### src/rtl/usr_sequencer_if.sv
// Command handshake bundle between a host FSM and usr_sequencer.
// The host drives a command and its fields; the sequencer answers with cmd_ready.
interface usr_sequencer_if #(
  parameter int WIDTH = 4,
  parameter int AMT_W = 3
) ();

  logic             cmd_valid;
  logic             cmd_ready;
  logic [2:0]       cmd_op;
  logic [AMT_W-1:0] cmd_amt;
  logic [WIDTH-1:0] cmd_data;
  logic             cmd_fill;

  modport master (
    output cmd_valid, cmd_op, cmd_amt, cmd_data, cmd_fill,
    input  cmd_ready
  );

  modport slave (
    input  cmd_valid, cmd_op, cmd_amt, cmd_data, cmd_fill,
    output cmd_ready
  );

endinterface

### src/rtl/usr_sequencer.sv
// usr_sequencer: accepts one load/clear/shift/rotate command at a time and drives
// an external universal shift register for exactly the required number of cycles,
// then pulses done with result mirroring the register contents.
// Optional macro USR_SEQ_BITOUT_EN adds bit_out/bit_out_valid, which expose the
// bit leaving the register during every shift cycle.
module usr_sequencer #(
  parameter int WIDTH = 4,
  parameter int AMT_W = 3
) (
  input  logic             clk,
  input  logic             reset,
  usr_sequencer_if.slave   cmd,
  input  logic [WIDTH-1:0] usr_q,
  output logic [1:0]       usr_sel,
  output logic             usr_serial_right_in,
  output logic             usr_serial_left_in,
  output logic [WIDTH-1:0] usr_parallel_in,
  output logic             busy,
  output logic             done,
  output logic [WIDTH-1:0] result
`ifdef USR_SEQ_BITOUT_EN
  ,
  output logic             bit_out,
  output logic             bit_out_valid
`endif
);

  localparam logic [2:0] OP_LOAD  = 3'b001;
  localparam logic [2:0] OP_SHL   = 3'b010;
  localparam logic [2:0] OP_SHR   = 3'b011;
  localparam logic [2:0] OP_ROL   = 3'b100;
  localparam logic [2:0] OP_ROR   = 3'b101;
  localparam logic [2:0] OP_CLEAR = 3'b110;

  typedef enum logic [1:0] {
    S_IDLE,
    S_LOAD,
    S_SHIFT,
    S_DONE
  } state_t;

  state_t           state_q, state_d;
  logic [2:0]       op_q, op_d;
  logic [AMT_W-1:0] cnt_q, cnt_d;
  logic [WIDTH-1:0] data_q, data_d;
  logic             fill_q, fill_d;

  logic             is_left;
  logic             is_rot;
  logic             is_shift_op;

  assign is_left = (op_q == OP_SHL) || (op_q == OP_ROL);
  assign is_rot  = (op_q == OP_ROL) || (op_q == OP_ROR);
  assign is_shift_op = (cmd.cmd_op == OP_SHL) || (cmd.cmd_op == OP_SHR) ||
                       (cmd.cmd_op == OP_ROL) || (cmd.cmd_op == OP_ROR);

  assign cmd.cmd_ready = (state_q == S_IDLE);
  assign busy          = (state_q != S_IDLE);
  assign done          = (state_q == S_DONE);
  assign result        = usr_q;

  // State and latched command fields; reset aborts any command in flight.
  always_ff @(posedge clk or negedge reset) begin
    if (!reset) begin
      state_q <= S_IDLE;
      op_q    <= '0;
      cnt_q   <= '0;
      data_q  <= '0;
      fill_q  <= 1'b0;
    end else begin
      state_q <= state_d;
      op_q    <= op_d;
      cnt_q   <= cnt_d;
      data_q  <= data_d;
      fill_q  <= fill_d;
    end
  end

  // Next-state: latch a command only in IDLE, then count shift cycles down to DONE.
  always_comb begin
    state_d = state_q;
    op_d    = op_q;
    cnt_d   = cnt_q;
    data_d  = data_q;
    fill_d  = fill_q;
    case (state_q)
      S_IDLE: begin
        if (cmd.cmd_valid) begin
          op_d   = cmd.cmd_op;
          cnt_d  = cmd.cmd_amt;
          data_d = (cmd.cmd_op == OP_CLEAR) ? '0 : cmd.cmd_data;
          fill_d = cmd.cmd_fill;
          if (cmd.cmd_op == OP_LOAD || cmd.cmd_op == OP_CLEAR) begin
            state_d = S_LOAD;
          end else if (is_shift_op && cmd.cmd_amt != '0) begin
            state_d = S_SHIFT;
          end else begin
            state_d = S_DONE;
          end
        end
      end
      S_LOAD: begin
        state_d = S_DONE;
      end
      S_SHIFT: begin
        cnt_d = cnt_q - 1'b1;
        if (cnt_q == AMT_W'(1)) begin
          state_d = S_DONE;
        end
      end
      default: begin
        state_d = S_IDLE;
      end
    endcase
  end

  // USR drive decoded from state; rotate feeds back the outgoing bit of usr_q.
  always_comb begin
    usr_sel             = 2'b00;
    usr_serial_right_in = 1'b0;
    usr_serial_left_in  = 1'b0;
    usr_parallel_in     = '0;
    case (state_q)
      S_LOAD: begin
        usr_sel         = 2'b11;
        usr_parallel_in = data_q;
      end
      S_SHIFT: begin
        if (is_left) begin
          usr_sel            = 2'b01;
          usr_serial_left_in = is_rot ? usr_q[WIDTH-1] : fill_q;
        end else begin
          usr_sel             = 2'b10;
          usr_serial_right_in = is_rot ? usr_q[0] : fill_q;
        end
      end
      default: begin
        usr_sel = 2'b00;
      end
    endcase
  end

`ifdef USR_SEQ_BITOUT_EN
  // Bit leaving the register on each shift cycle.
  always_comb begin
    bit_out       = 1'b0;
    bit_out_valid = 1'b0;
    if (state_q == S_SHIFT) begin
      bit_out_valid = 1'b1;
      bit_out       = is_left ? usr_q[WIDTH-1] : usr_q[0];
    end
  end
`endif

endmodule

### src/flat_wrapper.sv
// flat-port wrapper written by rule: the top's interface ports become plain ports
module usr_sequencer_flat 
#(
  parameter int WIDTH = 4,
  parameter int AMT_W = 3
)
  (clk, reset, usr_q, usr_sel, usr_serial_right_in, usr_serial_left_in, usr_parallel_in, busy, done, result, cmd_cmd_valid, cmd_cmd_op, cmd_cmd_amt, cmd_cmd_data, cmd_cmd_fill, cmd_cmd_ready);
  usr_sequencer_if #(.WIDTH(WIDTH), .AMT_W(AMT_W)) cmd_i ();
  input  logic clk;
  input  logic reset;
  input  logic [WIDTH-1:0] usr_q;
  output logic [1:0] usr_sel;
  output logic usr_serial_right_in;
  output logic usr_serial_left_in;
  output logic [WIDTH-1:0] usr_parallel_in;
  output logic busy;
  output logic done;
  output logic [WIDTH-1:0] result;
  input wire logic [$bits(cmd_i.cmd_valid)-1:0] cmd_cmd_valid;
  input wire logic [$bits(cmd_i.cmd_op)-1:0] cmd_cmd_op;
  input wire logic [$bits(cmd_i.cmd_amt)-1:0] cmd_cmd_amt;
  input wire logic [$bits(cmd_i.cmd_data)-1:0] cmd_cmd_data;
  input wire logic [$bits(cmd_i.cmd_fill)-1:0] cmd_cmd_fill;
  output wire logic [$bits(cmd_i.cmd_ready)-1:0] cmd_cmd_ready;
  assign cmd_i.cmd_valid = cmd_cmd_valid;
  assign cmd_i.cmd_op = cmd_cmd_op;
  assign cmd_i.cmd_amt = cmd_cmd_amt;
  assign cmd_i.cmd_data = cmd_cmd_data;
  assign cmd_i.cmd_fill = cmd_cmd_fill;
  assign cmd_cmd_ready = cmd_i.cmd_ready;
  usr_sequencer #(.WIDTH(WIDTH), .AMT_W(AMT_W)) u_core (.clk(clk), .reset(reset), .cmd(cmd_i), .usr_q(usr_q), .usr_sel(usr_sel), .usr_serial_right_in(usr_serial_right_in), .usr_serial_left_in(usr_serial_left_in), .usr_parallel_in(usr_parallel_in), .busy(busy), .done(done), .result(result));
endmodule
### config.mk
export PLATFORM = sky130hd
export DESIGN_NAME = usr_sequencer_flat
export DESIGN_NICKNAME = d
export VERILOG_FILES = /design/src/rtl/usr_sequencer_if.sv /design/src/rtl/usr_sequencer.sv /design/src/flat_wrapper.sv
export SDC_FILE = /design/constraint.sdc
export NUM_CORES = 1
export LEC_CHECK = 0
export ABC_AREA = 1
export BUFFER_PORTS_ARGS = -buffer_cell sky130_fd_sc_hd__clkbuf_2
export CAP_MARGIN = 0
export CORE_MARGIN = 5
export CORE_UTILIZATION = 40
export CTS_BUF_LIST = sky130_fd_sc_hd__clkbuf_2
export CTS_CLUSTER_DIAMETER = 50
export DETAILED_ROUTE_END_ITERATION = 6
export GPL_TIMING_DRIVEN = 0
export HOLD_SLACK_MARGIN = 0.05
export PLACE_DENSITY_LB_ADDON = 0.3
export SLEW_MARGIN = 0
export SYNTH_ARGS = -nofsm -noshare
export SYNTH_HDL_FRONTEND = slang
export SYNTH_SLANG_ARGS = --single-unit
### constraint.sdc
create_clock -name clk -period 2.7 [get_ports clk]
set_input_delay 0.405 -clock clk [delete_from_list [all_inputs] [get_ports clk]]
set_output_delay 0.405 -clock clk [all_outputs]
set_load 0.02 [all_outputs]
==> metrics.txt, run 1 <==
# TYPE chip_impl_metric gauge
chip_impl_info{name="outcome",value="complete, no violations"} 1
chip_impl_metric{name="design.die.area",unit="µm²"} 3120
chip_impl_metric{name="p_leak",unit="nW"} 0.649
chip_impl_metric{name="layout-drive-gt1-share",unit="%"} 28.8
chip_impl_metric{name="synth.yosys.warnings",unit=""} 0
chip_impl_metric{name="ctsLongestPathBuffers",unit=""} 2
chip_impl_metric{name="hold_violations",unit=""} 0
chip_impl_info{name="layout_commonest_cell",value="sky130_fd_sc_hd__nand2_1"} 1
chip_impl_metric{name="synth.ff_latch_count",unit=""} 13
chip_impl_metric{name="fmax",unit="MHz"} 509
chip_impl_metric{name="insertedDiodeCount",unit=""} 0
chip_impl_info{name="most_used_cells_in_the_layout_excluding_fill_and_tap_cells",value="44 x sky130_fd_sc_hd__nand2_1, 35 x sky130_fd_sc_hd__clkbuf_2, 18 x sky130_fd_sc_hd__inv_1, 13 x sky130_fd_sc_hd__dfrtp_1, 8 x sky130_fd_sc_hd__nand3_1"} 1
chip_impl_metric{name="h-tree-depth",unit=""} 1
chip_impl_metric{name="cts_made_buffers",unit=""} 3
chip_impl_metric{name="sequential_cell_area",unit="µm²"} 325
chip_impl_metric{name="max_stage_delay",unit="ns"} 0.43
chip_impl_metric{name="multi_input_comb_area",unit="µm²"} 405
chip_impl_metric{name="power_density",unit="nW/µm²"} 1080
chip_impl_metric{name="wl_per_cell",unit="µm"} 9.99
chip_impl_info{name="holdCritPathClass",value="input pin to register"} 1
chip_impl_metric{name="drt_pass1_iterations",unit=""} 4
chip_impl_metric{name="clock-sinks",unit=""} 13
chip_impl_info{name="cp_slowest_cell",value="sky130_fd_sc_hd__dfrtp_1"} 1
chip_impl_metric{name="cp.arrival",unit="ns"} 1.56
chip_impl_metric{name="route.final.wire_length",unit="µm"} 1800
chip_impl_info{name="cp_cell_sequence",value="inv_1 > ha_1 > clkbuf_2 > nand3_1 > a21oi_1 > clkbuf_2"} 1
chip_impl_info{name="cts_tree",value="done"} 1
chip_impl_metric{name="port_buffers",unit=""} 30
chip_impl_metric{name="worst-slew-pin-transition",unit="ns"} 0.330
chip_impl_metric{name="postSynthCellCount",unit=""} 118
chip_impl_metric{name="vdd.ir_drop.worst",unit="V"} 0.000622
chip_impl_info{name="critPathCaptureType",value="primary output"} 1
chip_impl_metric{name="global_route_wire_length_before_repair",unit="µm"} 3170
chip_impl_metric{name="fin_nets",unit=""} 178
chip_impl_metric{name="die_width",unit="µm"} 55.8
chip_impl_metric{name="grt_max_degree",unit=""} 14
chip_impl_metric{name="finalSetupViolations",unit=""} 0
chip_impl_metric{name="syn-cell-area",unit="µm²"} 841
chip_impl_metric{name="worstPathRequired",unit="ns"} 2.30
chip_impl_metric{name="antenna_found_initial",unit=""} 0
chip_impl_metric{name="worstPathMaxFanout",unit=""} 8
chip_impl_metric{name="final_slew_viol_count",unit=""} 0
chip_impl_metric{name="via_per_inst",unit=""} 4.38
chip_impl_metric{name="synthDistinctLibCells",unit=""} 17
chip_impl_metric{name="final.setup.tns",unit="ns"} 0
chip_impl_metric{name="maxCapViolations",unit=""} 0
chip_impl_metric{name="design.portCount",unit=""} 33
chip_impl_metric{name="globalplace.congestion",unit=""} 0.747
chip_impl_metric{name="floorplan.core_area",unit="µm²"} 1980
chip_impl_info{name="synthTopCellsByArea",value="sky130_fd_sc_hd__dfrtp_1 39%, sky130_fd_sc_hd__nand2_1 20%, sky130_fd_sc_hd__ha_1 8.9%"} 1
chip_impl_metric{name="max_slew_margin",unit="%"} 78.0
chip_impl_info{name="timing.critical_path.mode_cell",value="sky130_fd_sc_hd__clkbuf_2"} 1
chip_impl_metric{name="final_min_period_over_clock_period",unit="%"} 72.8
chip_impl_metric{name="clkLatencyLatePin",unit="ns"} 0.27
chip_impl_metric{name="synth.yosys.seq_area_share",unit="%"} 38.7
chip_impl_metric{name="postCtsSetupBuffers",unit=""} 0
chip_impl_metric{name="timing.clock.skew",unit="ns"} 0.00227
chip_impl_metric{name="area_delta_synth_final",unit="%"} 25.4
chip_impl_metric{name="syn-mean-instance-area",unit="µm²"} 7.13
chip_impl_info{name="largest_area_contributor_in_the_netlist",value="sky130_fd_sc_hd__dfrtp_1"} 1
chip_impl_metric{name="cts.clk_slew.worst_paths",unit="ns"} 0.12
chip_impl_metric{name="fin_util",unit="%"} 53.2
chip_impl_metric{name="initial_core_util",unit="%"} 42.4
chip_impl_metric{name="worst_hold_slack",unit="ns"} 0.323
chip_impl_metric{name="route.antenna.remaining_nets",unit=""} 0
chip_impl_metric{name="fillCellCount",unit=""} 213
chip_impl_info{name="timing_worst_setup_path_type",value="register to primary output"} 1
chip_impl_info{name="worst_setup_path_start_kind",value="register"} 1
chip_impl_metric{name="finalCriticalPeriod",unit="ns"} 1.96
chip_impl_metric{name="globalRoute.totalOverflow",unit=""} 0
chip_impl_metric{name="drt_iter0_drc",unit=""} 20
chip_impl_metric{name="route.detailed.drc",unit=""} 0
chip_impl_metric{name="dp_hpwl",unit="µm"} 1500
chip_impl_metric{name="vias",unit=""} 789
chip_impl_metric{name="chipHeight",unit="µm"} 55.8
chip_impl_metric{name="core.rowCount",unit=""} 16
chip_impl_metric{name="synth.top_cell.area_share",unit="%"} 38.7
chip_impl_info{name="cell_at_the_root_of_the_clock_tree",value="sky130_fd_sc_hd__clkbuf_2"} 1
chip_impl_info{name="grt_setup_unrepaired",value="false"} 1
chip_impl_metric{name="globalRouteTotalUtil",unit="%"} 12.6
chip_impl_metric{name="postSynthNetCount",unit=""} 142
chip_impl_metric{name="number_of_global_route_vias_before_repair",unit=""} 780
## layer usage
layer	up-vias	part of all wire [%]	global-route usage [%]
met1	332	46	15.1
met4	0	1.5	5.08
met5	-	0	0
met3	5	5.5	3.02
met2	22	47	21.6
li1	430	-	-
## power by group
group | switching [mW] | total (mW) | internal (mW)
Combinational | 0.442 | 0.684 | 0.242
Sequential | 0.0610 | 0.351 | 0.290
Clock | 0.0651 | 0.104 | 0.0393
Total | 0.568 | 1.14 | 0.571
## logic make-up after synthesis
group	count (synthesis)	share of synthesized area, %
adders and majority gates	6	8.93
AOI/OAI and AO/OA	13	8.78
and+or+nand+nor	59	28.4
xor gates and xnor gates	2	2.08
buffers and inverters	25	13.1
DFF	13	38.7
## per-stage QoR
stage                     worst slack, ns  cell area [µm²]  std cells  power [mW]
after floorplan                      1.08              841        118       0.858
after global placement               1.06             1020        175        1.02
after detailed placement             1.04             1020        175        1.05
after CTS                           0.724             1050        180        1.15
after global routing                0.608             1050        180        1.27
final                               0.735             1050        180        1.14
## path summary, 6_finish.rpt
path / start / end / slack, ns / cells past startpoint
hold reg to reg: u_core.data_q[1]$_DFFE_PN0P_ / u_core.data_q[1]$_DFFE_PN0P_ / 0.49 / 2
max in group asynchronous: reset / u_core.data_q[2]$_DFFE_PN0P_ / 1.92 / 2
setup / recovery: u_core.state_q[0]$_DFFE_PN0P_ / usr_serial_left_in / 0.74 / 6
setup reg to reg: u_core.state_q[1]$_DFFE_PN0P_ / u_core.cnt_q[2]$_DFFE_PN0P_ / 1.17 / 7
hold / removal: cmd_cmd_fill / u_core.fill_q$_DFFE_PN0P_ / 0.32 / 3
min in group asynchronous: reset / u_core.cnt_q[2]$_DFFE_PN0P_ / 0.54 / 2
## timing repair
action / CTS / global route
hold endpoints to repair: 13 / 0
resized for setup: 0 / 0
hold buffers: 1 / 0
## Yosys cell counts
| cell type | number |
|---|---|
| sky130_fd_sc_hd__dfrtp_1 | 13 |
| sky130_fd_sc_hd__inv_1 | 18 |
| sky130_fd_sc_hd__xor2_1 | 1 |
| sky130_fd_sc_hd__o21ai_0 | 6 |
| sky130_fd_sc_hd__clkbuf_2 | 1 |
| sky130_fd_sc_hd__buf_4 | 4 |
| sky130_fd_sc_hd__o21ai_2 | 1 |
| sky130_fd_sc_hd__or2_1 | 1 |
| sky130_fd_sc_hd__nand3_1 | 8 |
| sky130_fd_sc_hd__a21oi_1 | 4 |
| sky130_fd_sc_hd__nand2_2 | 2 |
| sky130_fd_sc_hd__nor2_1 | 4 |
| sky130_fd_sc_hd__o211ai_1 | 2 |
| sky130_fd_sc_hd__nand2_1 | 44 |
| sky130_fd_sc_hd__inv_2 | 2 |
| sky130_fd_sc_hd__xnor2_1 | 1 |
| sky130_fd_sc_hd__ha_1 | 6 |
## state kept, by name (all words and copies together) (netlist names)
signal / flops
u_core.op_q: 3
u_core.data_q: 4
u_core.state_q: 2
u_core.cnt_q: 3
u_core.fill_q: 1
## area by class of cell
class	count	area share (%)
buffer	5	3.32
clock buffer	4	1.90
inverter	20	7.12
multi-input combinational	80	38.4
sequential	13	30.8
tap	27	3.20
timing repair buffer	31	15.2
## worst max-delay path: cells and delay by family, from the launching register on
family / cells / cell delay (ns)
buf+inv: 3 / 0.46
flops: 1 / 0.43
fa+ha+maj: 1 / 0.14
compound gates: 1 / 0.14
simple gates: 1 / 0.12
Power figures use the tool's default switching activity.
==> inputs of run 2 (changes only) <==
==> constraint.sdc (replaced) <==
create_clock -name clk -period 1.98 [get_ports clk]
set_input_delay 0.297 -clock clk [delete_from_list [all_inputs] [get_ports clk]]
set_output_delay 0.297 -clock clk [all_outputs]
set_load 0.02 [all_outputs]
==> metrics.txt, run 2 (synthesis gave the netlist of run 1 again) <==
# TYPE chip_impl_metric gauge
chip_impl_info{name="outcome",value="complete, no violations"} 1
chip_impl_info{name="holdCritPathClass",value="input pin to register"} 1
chip_impl_metric{name="fin_util",unit="%"} 53.2
chip_impl_metric{name="initial_core_util",unit="%"} 42.4
chip_impl_metric{name="core.rowCount",unit=""} 16
chip_impl_metric{name="insertedDiodeCount",unit=""} 0
chip_impl_metric{name="fmax",unit="MHz"} 543
chip_impl_metric{name="clkLatencyLatePin",unit="ns"} 0.27
chip_impl_metric{name="globalplace.congestion",unit=""} 0.747
chip_impl_metric{name="final_slew_viol_count",unit=""} 0
chip_impl_metric{name="chipHeight",unit="µm"} 55.8
chip_impl_metric{name="timing.clock.skew",unit="ns"} 0.00300
chip_impl_metric{name="final.setup.tns",unit="ns"} 0
chip_impl_metric{name="floorplan.core_area",unit="µm²"} 1980
chip_impl_metric{name="drt_iter0_drc",unit=""} 20
chip_impl_info{name="critPathCaptureType",value="primary output"} 1
chip_impl_metric{name="globalRoute.totalOverflow",unit=""} 0
chip_impl_info{name="most_used_cells_in_the_layout_excluding_fill_and_tap_cells",value="44 x sky130_fd_sc_hd__nand2_1, 34 x sky130_fd_sc_hd__clkbuf_2, 18 x sky130_fd_sc_hd__inv_1, 13 x sky130_fd_sc_hd__dfrtp_1, 8 x sky130_fd_sc_hd__nand3_1"} 1
chip_impl_metric{name="maxCapViolations",unit=""} 0
chip_impl_metric{name="hold_violations",unit=""} 0
chip_impl_info{name="layout_commonest_cell",value="sky130_fd_sc_hd__nand2_1"} 1
chip_impl_metric{name="power_density",unit="nW/µm²"} 1470
chip_impl_metric{name="dp_hpwl",unit="µm"} 1500
chip_impl_metric{name="route.final.wire_length",unit="µm"} 1800
chip_impl_metric{name="h-tree-depth",unit=""} 1
chip_impl_metric{name="vias",unit=""} 789
chip_impl_metric{name="design.die.area",unit="µm²"} 3120
chip_impl_metric{name="die_width",unit="µm"} 55.8
chip_impl_info{name="biggestRegsByFlops",value="u_core.data_q: 4 flops, u_core.cnt_q: 3 flops, u_core.op_q: 3 flops"} 1
chip_impl_info{name="registers.top_by_ff_count",value="u_core.data_q"} 1
chip_impl_metric{name="number_of_global_route_vias_before_repair",unit=""} 780
chip_impl_metric{name="area_delta_synth_final",unit="%"} 25.4
chip_impl_metric{name="cts.clk_slew.worst_paths",unit="ns"} 0.12
chip_impl_metric{name="route.detailed.drc",unit=""} 0
chip_impl_metric{name="postCtsSetupBuffers",unit=""} 0
chip_impl_metric{name="finalSetupViolations",unit=""} 0
chip_impl_metric{name="fin_nets",unit=""} 178
chip_impl_metric{name="stdcell_count",unit=""} 180
chip_impl_metric{name="worstPathMaxFanout",unit=""} 8
chip_impl_info{name="grt_setup_unrepaired",value="false"} 1
chip_impl_metric{name="drt_pass1_iterations",unit=""} 4
chip_impl_metric{name="antenna_found_initial",unit=""} 0
chip_impl_metric{name="wl_per_cell",unit="µm"} 9.97
chip_impl_metric{name="cp.arrival",unit="ns"} 1.54
chip_impl_metric{name="cts_made_buffers",unit=""} 3
chip_impl_metric{name="route.antenna.remaining_nets",unit=""} 0
chip_impl_info{name="worst_setup_path_start_kind",value="register"} 1
chip_impl_metric{name="worstPathRequired",unit="ns"} 1.68
chip_impl_metric{name="globalRouteTotalUtil",unit="%"} 12.6
chip_impl_metric{name="max_slew_margin",unit="%"} 78.0
chip_impl_metric{name="design.portCount",unit=""} 33
chip_impl_metric{name="port_buffers",unit=""} 30
chip_impl_metric{name="ctsLongestPathBuffers",unit=""} 2
chip_impl_metric{name="p_leak",unit="nW"} 0.649
chip_impl_info{name="cell_at_the_root_of_the_clock_tree",value="sky130_fd_sc_hd__clkbuf_2"} 1
chip_impl_metric{name="placed_cells",unit=""} 175
chip_impl_metric{name="largest_register_ff_count",unit=""} 4
chip_impl_metric{name="finalCriticalPeriod",unit="ns"} 1.84
chip_impl_metric{name="via_per_inst",unit=""} 4.38
chip_impl_metric{name="worst_hold_slack",unit="ns"} 0.219
chip_impl_metric{name="clock-sinks",unit=""} 13
chip_impl_metric{name="grt_max_degree",unit=""} 14
chip_impl_metric{name="global_route_wire_length_before_repair",unit="µm"} 3170
chip_impl_metric{name="total_power_draw",unit="mW"} 1.55
chip_impl_metric{name="worst-slew-pin-transition",unit="ns"} 0.330
chip_impl_metric{name="layout-drive-gt1-share",unit="%"} 28.8
chip_impl_metric{name="vdd.ir_drop.worst",unit="V"} 0.000849
chip_impl_metric{name="final_min_period_over_clock_period",unit="%"} 93.0
chip_impl_info{name="timing_worst_setup_path_type",value="register to primary output"} 1
chip_impl_info{name="cts_tree",value="done"} 1
[run 2: worst paths after layout]
| kind | from | end | slack, ns | depth (start not counted) |
|---|---|---|---|---|
| min in group asynchronous | reset | u_core.cnt_q[2]$_DFFE_PN0P_ | 0.43 | 2 |
| max in group asynchronous | reset | u_core.data_q[2]$_DFFE_PN0P_ | 1.30 | 2 |
| min reg2reg | u_core.data_q[1]$_DFFE_PN0P_ | u_core.data_q[1]$_DFFE_PN0P_ | 0.49 | 2 |
| max | u_core.state_q[0]$_DFFE_PN0P_ | usr_serial_left_in | 0.14 | 6 |
| max reg2reg | u_core.state_q[1]$_DFFE_PN0P_ | u_core.cnt_q[2]$_DFFE_PN0P_ | 0.45 | 7 |
| min | cmd_cmd_fill | u_core.fill_q$_DFFE_PN0P_ | 0.22 | 3 |
[run 2: final cells by class]
type / instances / area, µm²
inverters: 20 / 75.1
plain buffers: 5 / 35.0
fillers: 213 / 927
well taps: 27 / 33.8
repair buffers: 31 / 160
flip-flops and latches: 13 / 325
multi-input cells: 80 / 405
clock buffers: 4 / 20.0
[run 2: what timing repair did]
| item | 4_1_cts | 5_1_grt |
|---|---|---|
| gates resized for setup | 0 | 1 |
| setup endpoints to repair | 0 | 1 |
| hold buffers | 1 | 0 |
| endpoints found under the hold margin | 13 | 0 |
[run 2: layer usage]
layer / GRT usage, % / wire (µm) / up-vias
met5: 0 / 0 / -
met4: 5.08 / 27 / 0
met2: 21.6 / 852 / 22
met3: 3.02 / 95 / 5
li1: - / - / 430
met1: 15.1 / 820 / 332
[run 2: worst max-delay path, stage by stage (launching register included)]
cell	delay, ns
sky130_fd_sc_hd__dfrtp_1	0.43
sky130_fd_sc_hd__inv_1	0.09
sky130_fd_sc_hd__ha_1	0.14
sky130_fd_sc_hd__buf_2	0.17
sky130_fd_sc_hd__nand3_1	0.12
sky130_fd_sc_hd__a21oi_1	0.14
sky130_fd_sc_hd__clkbuf_2	0.19
[run 2: power by group]
group	internal (mW)	switching, mW
Sequential	0.395	0.0832
Clock	0.0536	0.0879
Combinational	0.330	0.603
[run 2: through the flow]
step           cell area, µm²  setup WS, ns
2_1_floorplan             841         0.422
3_3_place_gp             1020         0.452
3_5_place_dp             1020         0.431
4_1_cts                  1050         0.112
5_1_grt                  1050        0.0127
6_report                 1050         0.138
==> inputs of run 3 (changes only) <==
--- a/config.mk
+++ b/config.mk
@@ -16,6 +16,7 @@
 export GPL_TIMING_DRIVEN = 0
 export HOLD_SLACK_MARGIN = 0.05
 export PLACE_DENSITY_LB_ADDON = 0.3
+export SETUP_SLACK_MARGIN = 0.3
 export SLEW_MARGIN = 0
 export SYNTH_ARGS = -nofsm -noshare
 export SYNTH_HDL_FRONTEND = slang
==> metrics.txt, run 3 (synthesis gave the netlist of run 1 again) <==
# TYPE chip_impl_metric gauge
chip_impl_info{name="outcome",value="complete, no violations"} 1
chip_impl_metric{name="global_route_wire_length_before_repair",unit="µm"} 3450
chip_impl_metric{name="cts_made_buffers",unit=""} 3
chip_impl_metric{name="hold_violations",unit=""} 0
chip_impl_metric{name="number_of_global_route_vias_before_repair",unit=""} 846
chip_impl_info{name="worst_setup_path_start_kind",value="register"} 1
chip_impl_info{name="cp_slowest_cell",value="sky130_fd_sc_hd__dfrtp_1"} 1
chip_impl_metric{name="p_leak",unit="nW"} 0.677
chip_impl_metric{name="antenna_found_initial",unit=""} 0
chip_impl_metric{name="initial_core_util",unit="%"} 42.4
chip_impl_metric{name="grt_max_degree",unit=""} 14
chip_impl_metric{name="final.setup.tns",unit="ns"} 0
chip_impl_metric{name="path_buf_inv",unit=""} 3
chip_impl_metric{name="worstRegToRegCells",unit=""} 7
chip_impl_metric{name="share_of_total_power_in_sequential_cells",unit="%"} 26.9
chip_impl_metric{name="min_delay_path_depth",unit=""} 3
chip_impl_metric{name="design.portCount",unit=""} 33
chip_impl_metric{name="final_min_period_over_clock_period",unit="%"} 85.7
chip_impl_metric{name="wl_per_cell",unit="µm"} 10.8
chip_impl_metric{name="power_density",unit="nW/µm²"} 1570
chip_impl_metric{name="globalplace.congestion",unit=""} 0.747
chip_impl_metric{name="p_int",unit="µW"} 963
chip_impl_metric{name="finalCriticalPeriod",unit="ns"} 1.70
chip_impl_metric{name="finalSetupViolations",unit=""} 0
chip_impl_info{name="timing.critical_path.mode_cell",value="sky130_fd_sc_hd__inv_2"} 1
chip_impl_metric{name="cts.clk_slew.worst_paths",unit="ns"} 0.13
chip_impl_metric{name="worstPathMaxFanout",unit=""} 4
chip_impl_info{name="biggestRegsByFlops",value="u_core.data_q: 4 flops, u_core.cnt_q: 3 flops, u_core.op_q: 3 flops"} 1
chip_impl_info{name="timing_worst_setup_path_type",value="register to primary output"} 1
chip_impl_metric{name="max_slew_margin",unit="%"} 78.1
chip_impl_metric{name="grt_use_met3",unit="%"} 3.02
chip_impl_metric{name="stdcell_count",unit=""} 184
chip_impl_metric{name="floorplan.core_area",unit="µm²"} 1980
chip_impl_metric{name="globalRouteMet1Util",unit="%"} 15.3
chip_impl_info{name="cell_at_the_root_of_the_clock_tree",value="sky130_fd_sc_hd__clkbuf_2"} 1
chip_impl_info{name="grt_setup_unrepaired",value="true"} 1
chip_impl_metric{name="globalRouteTotalUtil",unit="%"} 13.8
chip_impl_info{name="critPathCaptureType",value="primary output"} 1
chip_impl_metric{name="chipHeight",unit="µm"} 55.8
chip_impl_info{name="grt_most_used_layer",value="met2"} 1
chip_impl_metric{name="port_buffers",unit=""} 30
chip_impl_metric{name="route.final.wire_length",unit="µm"} 1980
chip_impl_metric{name="final_slew_viol_count",unit=""} 0
chip_impl_metric{name="worstPathRequired",unit="ns"} 1.68
chip_impl_metric{name="pwr-share-clk",unit="%"} 7.6
chip_impl_info{name="layout_commonest_cell",value="sky130_fd_sc_hd__nand2_1"} 1
chip_impl_metric{name="maxCapViolations",unit=""} 0
chip_impl_metric{name="area_delta_synth_final",unit="%"} 42.1
chip_impl_metric{name="worst-r2r-setup-slack",unit="ns"} 0.44
chip_impl_metric{name="placed_cells",unit=""} 175
chip_impl_metric{name="globalRoute.totalOverflow",unit=""} 0
chip_impl_metric{name="route.antenna.remaining_nets",unit=""} 0
chip_impl_metric{name="fillCellCount",unit=""} 196
chip_impl_metric{name="drt_pass1_iterations",unit=""} 4
chip_impl_metric{name="worst-slew-pin-transition",unit="ns"} 0.328
chip_impl_metric{name="p_comb_share",unit="%"} 65.5
chip_impl_metric{name="worstSetupPathDepth",unit=""} 5
chip_impl_metric{name="vdd.ir_drop.worst",unit="V"} 0.000951
chip_impl_info{name="registers.top_by_ff_count",value="u_core.data_q"} 1
chip_impl_metric{name="netSwitchingPower",unit="µW"} 911
chip_impl_metric{name="total_power_draw",unit="mW"} 1.87
chip_impl_metric{name="layout-drive-gt1-share",unit="%"} 39.5
chip_impl_metric{name="max_stage_delay",unit="ns"} 0.43
chip_impl_metric{name="preCtsSetupSlack",unit="ns"} 0.431
chip_impl_metric{name="largest_register_ff_count",unit=""} 4
chip_impl_metric{name="cp.arrival",unit="ns"} 1.40
chip_impl_metric{name="clkLatencyLatePin",unit="ns"} 0.27
chip_impl_info{name="cts_tree",value="done"} 1
chip_impl_metric{name="sw_frac_of_total",unit="%"} 48.6
chip_impl_info{name="cp_cell_sequence",value="inv_2 > ha_1 > inv_2 > a21oi_2 > clkbuf_8"} 1
chip_impl_metric{name="h-tree-depth",unit=""} 1
chip_impl_info{name="holdCritPathClass",value="input pin to register"} 1
chip_impl_metric{name="timing.clock.skew",unit="ns"} 0.00125
chip_impl_metric{name="insertedDiodeCount",unit=""} 0
chip_impl_metric{name="clock-sinks",unit=""} 13
chip_impl_metric{name="die_width",unit="µm"} 55.8
chip_impl_metric{name="fin_nets",unit=""} 182
chip_impl_metric{name="met2_usage",unit="%"} 25.2
chip_impl_metric{name="core.rowCount",unit=""} 16
chip_impl_metric{name="vias",unit=""} 813
chip_impl_info{name="most_used_cells_in_the_layout_excluding_fill_and_tap_cells",value="43 x sky130_fd_sc_hd__nand2_1, 30 x sky130_fd_sc_hd__clkbuf_2, 15 x sky130_fd_sc_hd__inv_1, 11 x sky130_fd_sc_hd__dfrtp_1, 9 x sky130_fd_sc_hd__buf_4"} 1
chip_impl_metric{name="route.detailed.drc",unit=""} 0
chip_impl_metric{name="post-route-worst-setup-slack",unit="ns"} 0.283
chip_impl_metric{name="design.die.area",unit="µm²"} 3120
chip_impl_metric{name="dp_hpwl",unit="µm"} 1500
chip_impl_metric{name="fin_util",unit="%"} 60.3
chip_impl_metric{name="fmax",unit="MHz"} 589
chip_impl_metric{name="drt_iter0_drc",unit=""} 22
chip_impl_metric{name="ctsLongestPathBuffers",unit=""} 2
chip_impl_metric{name="via_per_inst",unit=""} 4.42
chip_impl_info{name="crit_family",value="flip-flops"} 1
run 3: per-layer routing:
metal / part of all wire, % / vias up / wire length, µm
li1: - / 433 / -
met5: 0 / - / 0
met2: 52 / 19 / 1030
met3: 4.2 / 5 / 83
met4: 1.3 / 0 / 26
met1: 43 / 356 / 843
run 3: final timing paths:
| path | endpoint | startpoint |
|---|---|---|
| worst max-delay path | usr_sel[0] | u_core.state_q[1]$_DFFE_PN0P_ |
| min in group asynchronous | u_core.cnt_q[2]$_DFFE_PN0P_ | reset |
| worst min register to register | u_core.data_q[1]$_DFFE_PN0P_ | u_core.data_q[1]$_DFFE_PN0P_ |
| max in group asynchronous | u_core.op_q[2]$_DFFE_PN0P_ | reset |
| worst max register to register | u_core.cnt_q[2]$_DFFE_PN0P_ | u_core.state_q[1]$_DFFE_PN0P_ |
| worst min-delay path | u_core.fill_q$_DFFE_PN0P_ | cmd_cmd_fill |
run 3: repair_timing:
item                                   4_1_cts  5_1_grt
setup endpoints to repair                    4        6
pin swaps                                    1        3
hold buffers                                 1        0
endpoints found under the hold margin       13        0
resized for setup                           18       13
buffers inserted                             3        1
run 3: area by class of cell:
cell class,count,area (µm²),share of cell area [%]
inverter,20,75.1,6.28
buffer,5,45.0,3.77
clock buffer,4,20.0,1.68
tap,27,33.8,2.83
timing repair buffer,35,214,17.9
sequential,13,328,27.4
multi-input combinational,80,479,40.1
run 3: power by group through the flow:
stage	combinational, mW	sequential [mW]	clock, mW
after floorplan	0.699	0.470	0
after global placement	0.903	0.484	0
after detailed placement	0.940	0.486	0
after CTS	1.13	0.481	0.144
after global routing	1.37	0.518	0.159
final	1.23	0.503	0.143
run 3: through the flow:
step                instance area, µm²  hold slack [ns]
finish                            1190            0.215
global route                      1190            0.218
CTS                               1140            0.216
detailed placement                1020            0.211
global placement                  1020            0.208
floorplan                          841          0.00141
run 3: worst register-to-register path, stage by stage, from the launching register on:
cell and delay, ns:
sky130_fd_sc_hd__dfrtp_1 0.45, sky130_fd_sc_hd__inv_2 0.10, sky130_fd_sc_hd__ha_1 0.32, sky130_fd_sc_hd__nand2_2 0.22, sky130_fd_sc_hd__o21ai_2 0.17, sky130_fd_sc_hd__inv_1 0.08, sky130_fd_sc_hd__nand2_1 0.07, sky130_fd_sc_hd__nand2_1 0.05
